**config.mk**
```make
export PLATFORM = sky130hd
export DESIGN_NAME = conv_window_mac
export DESIGN_NICKNAME = d
export VERILOG_FILES = /design/src/rtl/conv_pkg.sv /design/src/rtl/conv_kernel_bank.sv /design/src/rtl/conv_window_mac.sv
export SDC_FILE = /design/constraint.sdc
export NUM_CORES = 2
export LEC_CHECK = 0
export ABC_AREA = 1
export CORE_MARGIN = 2
export CORE_UTILIZATION = 60
export CTS_CLUSTER_SIZE = 30
export DETAILED_ROUTE_END_ITERATION = 10
export GPL_TIMING_DRIVEN = 0
export HOLD_SLACK_MARGIN = 0.15
export PLACE_DENSITY = 0.77
export SLEW_MARGIN = 40
export SYNTH_ARGS = -nofsm -noshare
export SYNTH_HDL_FRONTEND = slang
export SYNTH_SLANG_ARGS = --single-unit
```
**constraint.sdc**
```tcl
create_clock -name clk -period 7.3 [get_ports clk]
set_input_delay 1.46 -clock clk [delete_from_list [all_inputs] [get_ports clk]]
set_output_delay 1.46 -clock clk [all_outputs]
set_load 0.01 [all_outputs]
```
**src/rtl/conv_pkg.sv**
```systemverilog
// rtl/conv_pkg.sv - shared constants, state type and index helpers for conv_window_mac
package conv_pkg;

  localparam int MODE_BINARY = 0;
  localparam int MODE_SIGNED = 1;

  typedef enum logic {
    ST_IDLE = 1'b0,
    ST_RUN  = 1'b1
  } conv_state_e;

  // Never returns less than 1 so single-entry ranges still get a real bit.
  function automatic int clog2(input int n);
    int r;
    r = 0;
    while ((1 << r) < n) r++;
    return (r < 1) ? 1 : r;
  endfunction

  function automatic int tap_idx(input int ch, input int j, input int kk);
    return ch * kk + j;
  endfunction

endpackage

```
**src/rtl/conv_kernel_bank.sv**
```systemverilog
// rtl/conv_kernel_bank.sv - CH*K*K weight register file with gated writes and per-channel read
module conv_kernel_bank
  import conv_pkg::*;
#(
  parameter int K  = 3,
  parameter int CH = 1,
  parameter int WW = 8
) (
  input  logic                       clk,
  input  logic                       rst_n,
  input  logic                       wr_en,
  input  logic [clog2(CH*K*K)-1:0]   wr_addr,
  input  logic [WW-1:0]              wr_data,
  input  logic [clog2(CH)-1:0]       rd_ch,
  output logic [K*K*WW-1:0]          rd_w
);

  localparam int KK = K * K;
  localparam int N  = CH * KK;
  localparam int AW = clog2(N);
  localparam logic [AW:0] N_LIM = (AW + 1)'(N);

  logic [WW-1:0] bank [N];
  logic          wr_ok;

  assign wr_ok = wr_en && ({1'b0, wr_addr} < N_LIM);

  always_ff @(posedge clk) begin
    if (!rst_n) begin
      for (int i = 0; i < N; i++) bank[i] <= '0;
    end else if (wr_ok) begin
      bank[wr_addr] <= wr_data;
    end
  end

  // A write landing on the tap being read is forwarded, so a beat accepted
  // in the same cycle as the write already sees the new weight.
  always_comb begin
    logic [AW-1:0] idx;
    rd_w = '0;
    idx  = '0;
    for (int j = 0; j < KK; j++) begin
      idx = AW'(tap_idx(int'(rd_ch), j, KK));
      rd_w[j*WW +: WW] = (wr_ok && (wr_addr == idx)) ? wr_data : bank[idx];
    end
  end

endmodule

```
**src/rtl/conv_window_mac.sv**
```systemverilog
// rtl/conv_window_mac.sv - pipelined K*K*CH window multiply-accumulate with back-pressured output
module conv_window_mac
  import conv_pkg::*;
#(
  parameter int K     = 3,
  parameter int CH    = 1,
  parameter int DW    = 8,
  parameter int WW    = 8,
  parameter int ACC_W = 32,
  parameter int MODE  = 1
) (
  input  logic                      clk,
  input  logic                      rst_n,
  input  logic                      kw_en,
  input  logic [clog2(CH*K*K)-1:0]  kw_addr,
  input  logic [WW-1:0]             kw_data,
  input  logic                      in_valid,
  output logic                      in_ready,
  input  logic [K*K*DW-1:0]         in_win,
  output logic                      out_valid,
  input  logic                      out_ready,
  output logic [ACC_W-1:0]          out_sum,
  output logic                      busy
);

  localparam int KK = K * K;
  localparam int CW = clog2(CH);
  localparam int PW = DW + WW;

  conv_state_e state, state_nx;

  logic              stall, accept, beat_first, beat_last;
  logic [CW-1:0]     ch_cnt;
  logic [KK*WW-1:0]  w_cur;
  logic [ACC_W-1:0]  prod_c [KK];
  logic [ACC_W-1:0]  s1_prod [KK];
  logic              s1_valid, s1_first, s1_last;
  logic [ACC_W-1:0]  sum_c, s2_sum;
  logic              s2_valid, s2_first, s2_last;
  logic [ACC_W-1:0]  acc, acc_nx;

  // A held result freezes the whole pipe, including the input.
  assign stall      = out_valid & ~out_ready;
  assign in_ready   = rst_n & ~stall;
  assign accept     = in_valid & in_ready;
  assign busy       = (state == ST_RUN);
  assign beat_first = (ch_cnt == '0);
  assign beat_last  = (ch_cnt == CW'(CH - 1));

  conv_kernel_bank #(
    .K  (K),
    .CH (CH),
    .WW (WW)
  ) u_bank (
    .clk     (clk),
    .rst_n   (rst_n),
    .wr_en   (kw_en & (state == ST_IDLE)),
    .wr_addr (kw_addr),
    .wr_data (kw_data),
    .rd_ch   (ch_cnt),
    .rd_w    (w_cur)
  );

  for (genvar j = 0; j < KK; j++) begin : g_tap
    logic [DW-1:0] pix;
    logic [WW-1:0] wt;
    assign pix = in_win[j*DW +: DW];
    assign wt  = w_cur[j*WW +: WW];
    if (MODE == MODE_SIGNED) begin : g_signed
      logic signed [PW-1:0] p;
      assign p         = $signed(pix) * $signed(wt);
      assign prod_c[j] = ACC_W'({{ACC_W{p[PW-1]}}, p});
    end else begin : g_binary
      logic unused_taps;
      assign unused_taps = ^{pix, wt};
      assign prod_c[j]   = {{(ACC_W-1){1'b0}}, pix[0] & wt[0]};
    end
  end

  always_ff @(posedge clk) begin
    if (!rst_n) begin
      ch_cnt <= '0;
    end else if (accept) begin
      ch_cnt <= beat_last ? '0 : ch_cnt + 1'b1;
    end
  end

  always_ff @(posedge clk) begin
    if (!rst_n) begin
      s1_valid <= 1'b0;
      s1_first <= 1'b0;
      s1_last  <= 1'b0;
      for (int j = 0; j < KK; j++) s1_prod[j] <= '0;
    end else if (!stall) begin
      s1_valid <= accept;
      s1_first <= beat_first;
      s1_last  <= beat_last;
      for (int j = 0; j < KK; j++) s1_prod[j] <= prod_c[j];
    end
  end

  always_comb begin
    sum_c = '0;
    for (int j = 0; j < KK; j++) sum_c = sum_c + s1_prod[j];
  end

  always_ff @(posedge clk) begin
    if (!rst_n) begin
      s2_valid <= 1'b0;
      s2_first <= 1'b0;
      s2_last  <= 1'b0;
      s2_sum   <= '0;
    end else if (!stall) begin
      s2_valid <= s1_valid;
      s2_first <= s1_first;
      s2_last  <= s1_last;
      s2_sum   <= sum_c;
    end
  end

  assign acc_nx = s2_first ? s2_sum : acc + s2_sum;

  // Unstalled means any held result is being taken, so out_valid simply
  // follows whether a new last beat arrives this cycle.
  always_ff @(posedge clk) begin
    if (!rst_n) begin
      acc       <= '0;
      out_valid <= 1'b0;
      out_sum   <= '0;
    end else if (!stall) begin
      if (s2_valid) acc <= acc_nx;
      out_valid <= s2_valid & s2_last;
      if (s2_valid && s2_last) out_sum <= acc_nx;
    end
  end

  always_ff @(posedge clk) begin
    if (!rst_n) state <= ST_IDLE;
    else        state <= state_nx;
  end

  always_comb begin
    state_nx = state;
    case (state)
      ST_IDLE: if (accept) state_nx = ST_RUN;
      ST_RUN: begin
        if (!accept && !s1_valid && !s2_valid && (ch_cnt == '0) &&
            (!out_valid || out_ready))
          state_nx = ST_IDLE;
      end
      default: state_nx = ST_IDLE;
    endcase
  end

endmodule

```
### After elaboration in Yosys (flattened, before gate mapping)

Memory sizes are Yosys's and may differ from the RTL's.
Index checks and enable logic that the tools add are counted.

* add/sub/neg operators: 18
* multipliers: 10
* magnitude comparators: 1
* equal/unequal tests: 9
* muxes and demuxes: 33
* bitwise operators: 18
* reduce and logical (&&, ||, !) cells: 23

Operators with widths (count)
* $mux 32: 10
* $add 32x32->32: 9
* $mul 8x8->16: 9
* $mux 8: 10
* $eq 4x4->1: 9
* $add 4x4->4 const B: 5
* $logic_and 1x1->1: 15
* $mux 1: 11
* $or 1x1->1: 9
* $add 4x3->4 const B: 2
* $reduce_or 8->1: 1
* $and 1x1->1: 5
* $add 4x2->4 const B: 1
* $logic_not 1->1: 4
* $lt 4x4->1 const B: 1
* $mul 1x4->4 const B: 1
* $mux 4: 1
* $not 1->1: 4
* $reduce_and 2->1: 2
* $pmux 1 s2: 1
* $add 1x1->1 const B: 1
* $logic_or 1x1->1: 1

* register bits after elaboration: 103
* RAM bits: 360
* input bits: 89
* output and inout port bits: 35
* logic and storage cells: 124
* memories: 2

Memory list
* s1_prod: words 9, width 32, read ports 9, clocked after memory_dff 0, write ports 9, RTL line conv_window_mac.sv:36 `logic [ACC_W-1:0] s1_prod [KK];`
* u_bank.bank: words 9, width 8, read ports 9, clocked after memory_dff 0, write ports 9, RTL line conv_kernel_bank.sv:23 `logic [WW-1:0] bank [N];`

### Logic depth before layout (Yosys ltp)

* depth in word-level cells: 12
* gate-level depth with buffers: 32
* mapped depth without buffers: 31

### Hierarchy

Synthesis repeated with hierarchy kept, for this count alone.

* cell total of the unflattened synthesis: 4917
* area, all modules: 40815.4 um^2

By module, submodules not included
* conv_window_mac: instances 1, cells each 4146, area an instance 34251.6 um^2, seq. area each 5725.5 um^2
* conv_kernel_bank: instances 1, cells each 771, area an instance 6563.8 um^2, seq. area each 3843.7 um^2

### Worst setup path after synthesis

OpenSTA, ideal clock, no wires.

* path kind: input to register
* start point: input port out_ready
* end point: register out_valid
* library setup time: 0.369 ns
* data arrival time: 6.185 ns
* required time: 6.931 ns
* slack: 0.745 ns
* stages: 6
* path buffers: 1
* path through: nor2_2 -> inv_1 -> nor2_1 -> inv_1 -> clkbuf_1 -> o21ai_0

* cells in the longest elaborated chain, start to end: 2

RTL lines
* start: declaration: RTL line conv_window_mac.sv:21 `input logic out_ready,`
* $not 1->1: RTL line conv_window_mac.sv:43 `assign stall = out_valid & ~out_ready;`
* $and 1x1->1: RTL line conv_window_mac.sv:43
* end signal: assignment: RTL line conv_window_mac.sv:132 `out_valid <= s2_valid & s2_last;`
* end: declaration: RTL line conv_window_mac.sv:20 `output logic out_valid,`

Every way passes these cells.
A chain may end at the register's enable or synchronous reset.

==> qor.txt <==
Yosys warns: 0
Hold Path Stages: 2
Initial DRC Count: 2473
Detail Route met2 WL: 41.78 mm
CTS Sinks: 286
Global-route wire length before repair: 146.4 mm
Critical path depth: 27
Post-DP Area: 0.03889 sq mm
Most frequent cells in the layout: inv_1, nor2_1, fa_1, nand2_1, ha_1
Fmax achieved: 141.0 MHz
Startpoint types: input pin
HP Start: s2_sum[9]$_SDFFE_PN0N_
GRT Overall Usage: 0.2978
Critical Path RT: 7620 ps
DRT antenna net count: 0
Max_slew headroom: 0.3959
Syn Area/Cell: 8.877 sq um
Clock latency on the worst-skew pair: 560 ps
Tightest Hold Check Type: flip-flop to flip-flop
Share of layout cells above drive strength 1: 0.04350
Root Driver: clkbuf_16
R2R depth: 24
GPL Wtd Cong: 0.9315
Crit-path max FO: 10
Commonest non-fill, non-tap cell in the layout: inv_1
Setup tns final: 0 ps
IO buf count: 121
Crit. End Element: flip-flop
Unique masters post-synth: 53
Vias in the first global route: 28130
Crit path kind: input pin to flip-flop
Metal3 WL: 7.938 mm
Pin count of the biggest net entering global routing: 41
Final setup violation count: 0
Number of antenna violations at the first check in global routing: 1
Maxcap violations: 0
DR vias: 27440
Final Skew: 16.75 ps
CTS tree: yes
Row count: 90
R2r startpoint: busy$_SDFF_PN0_
Post-synth EDFFs: 216
Final Util: 0.6608
Mapped cell area: 0.03662 sq mm
Clk slew on worst S/H paths: 60 ps
Delay-heaviest family, CP: adder cells
Die area: 0.06302 sq mm
DIE WIDTH: 251.0 um
Post-synth top flop: edfxtp_1
Die Height: 251.0 um
Critical path origin: kw_data[6]
Asr flop ratio synth: 0
WP data arrival: 7410 ps
RSZ-0062 raised after global routing: false
Clk buf depth: 3
Design area: 0.03988 sq mm
Worst-margin pin slew: 905.2 ps
Initial Util: 0.6067
Synth Instances: 4125
GR Overflow Total: 0
Pre-antenna DRT Iters: 8
Seq/Total Area, Yosys: 0.2154
Slowest CP cell: dlymetal6s2s_1
Vias/cell: 5.400
CP peak stage delay: 650 ps
IO Count: 124
Core region area: 0.06036 sq mm
Routed wire length per instance: 17.63 um
Tmin final: 7094 ps
Residual DRC: 0
H-Tree Depth: 1
M1 wire length: 36.43 mm
NumNets Final: 5260
Period utilisation layout: 0.9717
Endpoints failing hold: 0
Cell total after placement: 5032
Syn Nets: 5106
FF+latch count, synth: 286
Final wirelength: 89.60 mm
Area grow syn2layout: 8.922%
Cell Count, Final, Fillers Out: 5081
Slew Limit Fails: 0
Num CTS Buffers: 27
Antenna cells: 0
CP bufs+invs: 6
Status: complete, no violations
Hpwl dp: 74.04 mm
DR top layer: met5
Most used cell, CP: nand2_1
[worst reg2reg max path: stages (launching register included)]
cell and delay (ps):
dfxtp_1 340, inv_1 190, nand2_1 180, inv_1 130, o21ai_4 80, inv_4 140
nand3_4 190, buf_6 220, o21ai_2 380, nor2_1 120, fa_1 550, inv_1 50
fa_1 520, inv_1 50, fa_1 480, inv_1 60, fa_1 480, inv_1 40
ha_1 340, a21oi_1 110, o21ai_0 260, a21oi_1 130, o211ai_1 230, o21ai_0 110
a21oi_1 320
[worst paths after layout]
| path | end | slack, ps |
|---|---|---|
| worst max-delay path | s1_prod[0][286]$_SDFFCE_PN0P_ | 210 |
| worst min-delay path | s2_sum[9]$_SDFFE_PN0N_ | 450 |
| worst max register to register | s1_prod[0][140]$_SDFFCE_PN0P_ | 1390 |
| worst min register to register | s2_sum[9]$_SDFFE_PN0N_ | 450 |
[sequential cells by signal (all words and copies together), names as in the netlist]
register	cells
out_sum	32
s1_last	1
s2_valid	1
u_bank.bank	72
busy	1
s2_last	1
s2_sum	32
out_valid	1
s1_prod	144
s1_valid	1
[repair_timing]
item                                    CTS  global route
endpoints found under the setup margin    0            13
setup buffers                             0             0
resized for setup                         0            11
hold buffers                              0             0
[cells by family (layout without fill, tap and decap cells)]
kind of cell | after synthesis | after routing | share of synthesized area
fa+ha+maj | 892 | 892 | 0.4299
xor+xnor | 65 | 65 | 0.01555
flops | 286 | 286 | 0.2154
simple gates | 1232 | 1232 | 0.1355
buf+inv | 1170 | 1344 | 0.1216
compound gates | 480 | 480 | 0.08204
[Yosys cell counts, types with 3 or more instances]
library cell / n / share of area
inv_1: 1098 / 0.11
nor2_1: 686 / 0.070
fa_1: 610 / 0.33
nand2_1: 387 / 0.040
ha_1: 282 / 0.096
edfxtp_1: 216 / 0.18
a21oi_1: 164 / 0.022
o21ai_0: 139 / 0.019
dfxtp_1: 70 / 0.038
nor3_1: 59 / 0.0081
xnor2_1: 47 / 0.011
nand3_1: 39 / 0.0053
clkbuf_1: 38 / 0.0039
o21ai_2: 34 / 0.0081
o21bai_1: 23 / 0.0047
or2_2: 21 / 0.0036
a211oi_1: 19 / 0.0039
xor2_1: 18 / 0.0043
a21o_1: 16 / 0.0033
a21oi_2: 14 / 0.0033
o211ai_1: 14 / 0.0029
or2_1: 14 / 0.0024
o21ai_1: 13 / 0.0018
a21oi_4: 12 / 0.0053
buf_2: 11 / 0.0015
nand4_1: 7 / 0.0012
clkinv_1: 6 / 0.00062
inv_2: 6 / 0.00062
nor2_2: 6 / 0.0010
o22ai_1: 6 / 0.0010
buf_6: 5 / 0.0015
o21a_1: 4 / 0.00082
o221ai_1: 4 / 0.00096
o31ai_1: 4 / 0.00082
nand2_4: 3 / 0.00092
nor2_4: 3 / 0.00092
[through the flow]
step / hold WS (ps) / setup slack, ps
after floorplan: 420.9 / 745.2
after global routing: 471.1 / 4.855
after global placement: 436.8 / -2257
after detailed placement: 436.7 / -480.4
final: 449.0 / 206.4
after CTS: 451.2 / 63.94
[layer usage]
| layer | global-route usage | up-vias |
|---|---|---|
| met4 | 0.09422 | 2 |
| met3 | 0.03935 | 197 |
| met5 | 0 | - |
| met1 | 0.4157 | 13310 |
| li1 | - | 12770 |
| met2 | 0.4884 | 1150 |
[cell type report]
cell class | instances | area [sq um]
repair buffers | 125 | 1291
plain buffers | 59 | 301.5
inverters | 1111 | 4177
multi-input cells | 2669 | 24310
clock inverters | 18 | 250.2
well taps | 782 | 978.4
flip-flops and latches | 286 | 7888
clock buffers | 31 | 690.7
fillers | 4980 | 20470
Power is not shown: default switching activity piles up to over one toggle a cycle in this logic, so the estimate is an artifact.
